### config.mk
export PLATFORM = sky130hd
export DESIGN_NAME = cc_stream_arbiter
export DESIGN_NICKNAME = d
export VERILOG_FILES = /design/src/rtl/cc_stream_arbiter.sv
export SDC_FILE = /design/constraint.sdc
export NUM_CORES = 1
export LEC_CHECK = 0
export BUFFER_PORTS_ARGS = -buffer_cell sky130_fd_sc_hd__buf_4
export CAP_MARGIN = 15
export CORE_AREA = 2 2 741 743
export DETAILED_ROUTE_END_ITERATION = 16
export DIE_AREA = 0 0 743 745
export GPL_ROUTABILITY_DRIVEN = 1
export PLACE_DENSITY = 0.3
export SYNTH_ARGS = -nofsm -noshare
export SYNTH_HDL_FRONTEND = slang
export SYNTH_SLANG_ARGS = --single-unit
### constraint.sdc
create_clock -name user_clk -period 2.05 [get_ports user_clk]
set_clock_uncertainty 0.2 [all_clocks]
set_input_delay 0.3075 -clock user_clk [delete_from_list [all_inputs] [get_ports user_clk]]
set_output_delay 0.3075 -clock user_clk [all_outputs]
set_load 0.01 [all_outputs]
### src/rtl/cc_stream_arbiter.sv
// Packet-atomic round-robin arbiter merging two CC AXI-Stream sources onto one registered output.
// Define CC_STREAM_ARB_STATS_EN to enable the per-source forwarded-packet counters.
module cc_stream_arbiter #(
  parameter int IF_WIDTH       = 512,
  parameter int TKEEP_WIDTH    = 16,
  parameter int CC_TUSER_WIDTH = 81
) (
  input  logic                      user_clk,
  input  logic                      user_rst,
  input  logic [IF_WIDTH-1:0]       conv_tdata,
  input  logic [TKEEP_WIDTH-1:0]    conv_tkeep,
  input  logic                      conv_tlast,
  input  logic [CC_TUSER_WIDTH-1:0] conv_tuser,
  input  logic                      conv_tvalid,
  output logic                      conv_tready,
  input  logic [IF_WIDTH-1:0]       local_tdata,
  input  logic [TKEEP_WIDTH-1:0]    local_tkeep,
  input  logic                      local_tlast,
  input  logic [CC_TUSER_WIDTH-1:0] local_tuser,
  input  logic                      local_tvalid,
  output logic                      local_tready,
  output logic [IF_WIDTH-1:0]       s_axis_cc_tdata,
  output logic [TKEEP_WIDTH-1:0]    s_axis_cc_tkeep,
  output logic                      s_axis_cc_tlast,
  output logic [CC_TUSER_WIDTH-1:0] s_axis_cc_tuser,
  output logic                      s_axis_cc_tvalid,
  input  logic                      s_axis_cc_tready,
  output logic [31:0]               pkt_cnt_conv,
  output logic [31:0]               pkt_cnt_local
);

  typedef enum logic {IDLE, BUSY} state_t;

  state_t state, state_nxt;
  logic   grant, grant_nxt, rr_last;
  logic   out_vld;
  logic   src_rdy, src_vld, src_last, xfer, eop;
  logic   own_vld, other_vld;

  // Ready is gated by reset so a source never sees a handshake during reset.
  assign src_rdy      = (state == BUSY) && (!out_vld || s_axis_cc_tready) && !user_rst;
  assign src_vld      = grant ? local_tvalid : conv_tvalid;
  assign src_last     = grant ? local_tlast  : conv_tlast;
  assign conv_tready  = src_rdy && !grant;
  assign local_tready = src_rdy && grant;
  assign xfer         = src_rdy && src_vld;
  assign eop          = xfer && src_last;
  assign own_vld      = grant ? local_tvalid : conv_tvalid;
  assign other_vld    = grant ? conv_tvalid  : local_tvalid;

  always_comb begin
    state_nxt = state;
    grant_nxt = grant;
    case (state)
      IDLE: begin
        if (conv_tvalid || local_tvalid) begin
          state_nxt = BUSY;
          grant_nxt = (conv_tvalid && local_tvalid) ? ~rr_last : local_tvalid;
        end
      end
      BUSY: begin
        // Re-arbitrate on the last beat for a zero-bubble handoff.
        if (eop) begin
          if (other_vld)    grant_nxt = ~grant;
          else if (own_vld) grant_nxt = grant;
          else              state_nxt = IDLE;
        end
      end
      default: state_nxt = IDLE;
    endcase
  end

  always_ff @(posedge user_clk) begin
    if (user_rst) begin
      state   <= IDLE;
      grant   <= 1'b0;
      rr_last <= 1'b1;
    end else begin
      state <= state_nxt;
      grant <= grant_nxt;
      if (eop) rr_last <= grant;
    end
  end

  always_ff @(posedge user_clk) begin
    if (user_rst) begin
      out_vld         <= 1'b0;
      s_axis_cc_tdata <= '0;
      s_axis_cc_tkeep <= '0;
      s_axis_cc_tlast <= 1'b0;
      s_axis_cc_tuser <= '0;
    end else if (xfer) begin
      out_vld         <= 1'b1;
      s_axis_cc_tdata <= grant ? local_tdata : conv_tdata;
      s_axis_cc_tkeep <= grant ? local_tkeep : conv_tkeep;
      s_axis_cc_tlast <= src_last;
      s_axis_cc_tuser <= grant ? local_tuser : conv_tuser;
    end else if (s_axis_cc_tready) begin
      out_vld <= 1'b0;
    end
  end

  assign s_axis_cc_tvalid = out_vld;

`ifdef CC_STREAM_ARB_STATS_EN
  logic [31:0] cnt_conv, cnt_local;

  always_ff @(posedge user_clk) begin
    if (user_rst) begin
      cnt_conv  <= '0;
      cnt_local <= '0;
    end else if (eop) begin
      if (grant) cnt_local <= cnt_local + 32'd1;
      else       cnt_conv  <= cnt_conv + 32'd1;
    end
  end

  assign pkt_cnt_conv  = cnt_conv;
  assign pkt_cnt_local = cnt_local;
`else
  assign pkt_cnt_conv  = '0;
  assign pkt_cnt_local = '0;
`endif

endmodule

==> impl_metrics.json <==
{
  "outcome": "complete, but fails checks",
  "violations": "setup timing",
  "maxCapViolCount": 0,
  "setup_ws_ns": -0.397,
  "regArea_mm2": 0.0123,
  "syn_area_mm2": 0.0272,
  "routed_wl_um": 400000,
  "portBuffers": 1837,
  "nets": 7431,
  "ir_drop_mv": 0.619,
  "ctsLongestPathBuffers": 4,
  "synth_top_area_share_pct": 45.2,
  "core_region_area_mm2": 0.546,
  "worstSetupPathType": "reg -> out",
  "yosysWarnings": 0,
  "yosys-top-cells-area": "dfxtp_1, mux2i_1, a211oi_1",
  "max_slew_margin_pct": 50.3,
  "globalplace.congestion": 0.965,
  "clk_latency_ns": 0.79,
  "dieArea_mm2": 0.554,
  "ios": 1902,
  "cts_buffers": 91,
  "finalSetupTns_ns": -144.80,
  "post-route-drc-count": 0,
  "post_drt_via_cell_ratio": 2.76,
  "rsz0062_at_grt": "yes",
  "post_drt_wl_per_cell_um": 29.4,
  "hold_path_class": "in -> reg",
  "period_needed_ns": 2.45,
  "synth-async-reset-ratio_pct": 0,
  "p_per_area_mw_per_mm2": 603,
  "cts_tree": "yes",
  "busiest_layer": "met2",
  "fill_cells": 62223,
  "slowest_stage": "dfxtp_2",
  "startpoint_type": "register",
  "hpwl_um": 338000,
  "grt_max_degree": 109,
  "worst_slew_pin_slew_ns": 0.746,
  "layout_common_cells": "buf_4, dlygate4sd3_1, dfxtp_1",
  "synth_seq_cells": 614,
  "cp.arrival_ns": 1.94,
  "fin_util_pct": 13.4,
  "grt_use_met1_pct": 14.2,
  "rows": 272,
  "grt_pass1_vias": 38037,
  "met3_usage_pct": 9.58,
  "die_y_um": 745,
  "final_hold_viol_count": 0,
  "via_count": 37621,
  "drtIter0Drc": 1661,
  "dp_slack_ns": -0.551,
  "grt-ovfl-total": 0,
  "met2_usage_pct": 21.0,
  "fin_crit_sh_pct": 119,
  "fmax_mhz": 409,
  "crit_path_cell_trace": "nor2b_4 -> buf_6 -> nor3_4 -> and2_4 -> buf_8",
  "yosysSeqAreaShare_pct": 45.2,
  "grt_pass1_wl_um": 475000,
  "synth.distinct_cells": 26,
  "setup_viol": 612,
  "slew_violations": 0,
  "track_usage_pct": 13.6,
  "synth_ff_type": "dfxtp_1",
  "drive_gt1_share_pct": 44.3,
  "syn2layout_area_growth_pct": 169,
  "finalPower_w": 0.0442,
  "cts_root_buf": "clkbuf_16",
  "cts_sinks": 614,
  "htree_levels": 3,
  "worstPathRequired_ns": 1.54,
  "netlist_instances": 2806,
  "clk_pin_slew_ns": 0.06,
  "dr.pass1.iters": 5,
  "critPathMaxStageDelay_ns": 0.32,
  "initial_utilization_pct": 4.98,
  "layout_commonest_cell": "buf_4",
  "multiInputGateArea_mm2": 0.0149,
  "holdWs_ns": 0.143,
  "syn_area_per_cell_um2": 9.69,
  "fp.dieW_um": 743,
  "crit_fanout": 2,
  "leakage_nw": 28.1,
  "antenna_found_initial": 280,
  "antenna_left": 0,
  "synth_edf_count": 0,
  "yosys.area.top_type": "dfxtp_1",
  "cp-end-kind": "output pin"
}
-- sequential cells by signal, summed over array words and instances (netlist names) --
signal / cells
grant: 1
rr_last: 1
s_axis_cc_tdata: 512
s_axis_cc_tkeep: 16
s_axis_cc_tlast: 1
s_axis_cc_tuser: 81
s_axis_cc_tvalid: 1
state: 1
-- cell usage after synthesis, types with 2 or more instances --
| cell | count |
|---|---|
| buf_4 | 77 |
| a211oi_1 | 610 |
| nand3_1 | 2 |
| dfxtp_1 | 614 |
| inv_1 | 2 |
| buf_1 | 4 |
| mux2i_1 | 611 |
| nor2_1 | 612 |
| nor3_1 | 2 |
| nand2_1 | 2 |
| buf_6 | 9 |
| clkbuf_1 | 129 |
| buf_2 | 119 |
-- kinds of logic (layout without fill, tap and decap cells) --
family | Yosys count | after routing | synth area share [%]
AND/OR/NAND/NOR | 624 | 624 | 8.75
AO/OA/AOI/OAI | 616 | 616 | 17.0
flip-flops | 614 | 614 | 45.2
multiplexers | 611 | 611 | 22.5
buffers and inverters | 340 | 3743 | 6.55
other | 1 | 158 | 0.0138
-- cell type report --
| type | count | area share (%) |
|---|---|---|
| Timing Repair Buffer | 3582 | 45.9 |
| Inverter | 2 | 0.0102 |
| Multi-Input combinational cell | 1915 | 20.3 |
| Clock inverter | 27 | 0.483 |
| Antenna cell | 94 | 0.321 |
| Clock buffer | 132 | 3.75 |
| Sequential cell | 614 | 16.8 |
| Tap cell | 7261 | 12.4 |
-- metal layers --
layer | up-vias | routed length [µm]
met3 | 676 | 64000
li1 | 17059 | -
met5 | - | 212
met1 | 17828 | 143000
met2 | 2026 | 173000
met4 | 32 | 20100
-- power by group --
group	internal (W)	switching, W	leakage, nW
clock	0.0100	0.00697	1.51
sequential	0.0127	0.000489	5.01
combinational	0.00682	0.00722	21.6
total	0.0295	0.0147	28.1
-- worst paths after layout --
check	end	from	slack (ns)	cells after the start
setup / recovery	local_tready	s_axis_cc_tvalid$_SDFFE_PP0P_	-0.40	5
hold / removal	s_axis_cc_tdata[252]$_SDFFE_PP0P_	user_rst	0.14	4
setup reg to reg	s_axis_cc_tdata[362]$_SDFFE_PP0P_	grant$_SDFFE_PP0P_	-0.37	8
hold reg to reg	s_axis_cc_tdata[373]$_SDFFE_PP0P_	s_axis_cc_tdata[373]$_SDFFE_PP0P_	0.29	2
-- critical path, delay by kind of cell (launching register included) --
kind	cells	cell delay [ns]
and+or+nand+nor	3	0.56
DFF	1	0.32
buffers and inverters	2	0.26
-- through the flow --
stage	instance area, µm²	std cells
final	73300	13627
after global routing	73200	13607
after CTS	70400	13460
after detailed placement	51300	11930
after global placement	51300	11930
after floorplan	27400	2869
-- repair_timing --
item	CTS	global route
setup endpoints to repair	632	650
endpoints found under the hold margin	614	0
pin swaps	144	136
gates resized for setup	221	406
cloned	68	38
hold buffers	1226	0
setup buffers	77	54
No activity file was read; power rests on OpenSTA's default activity.
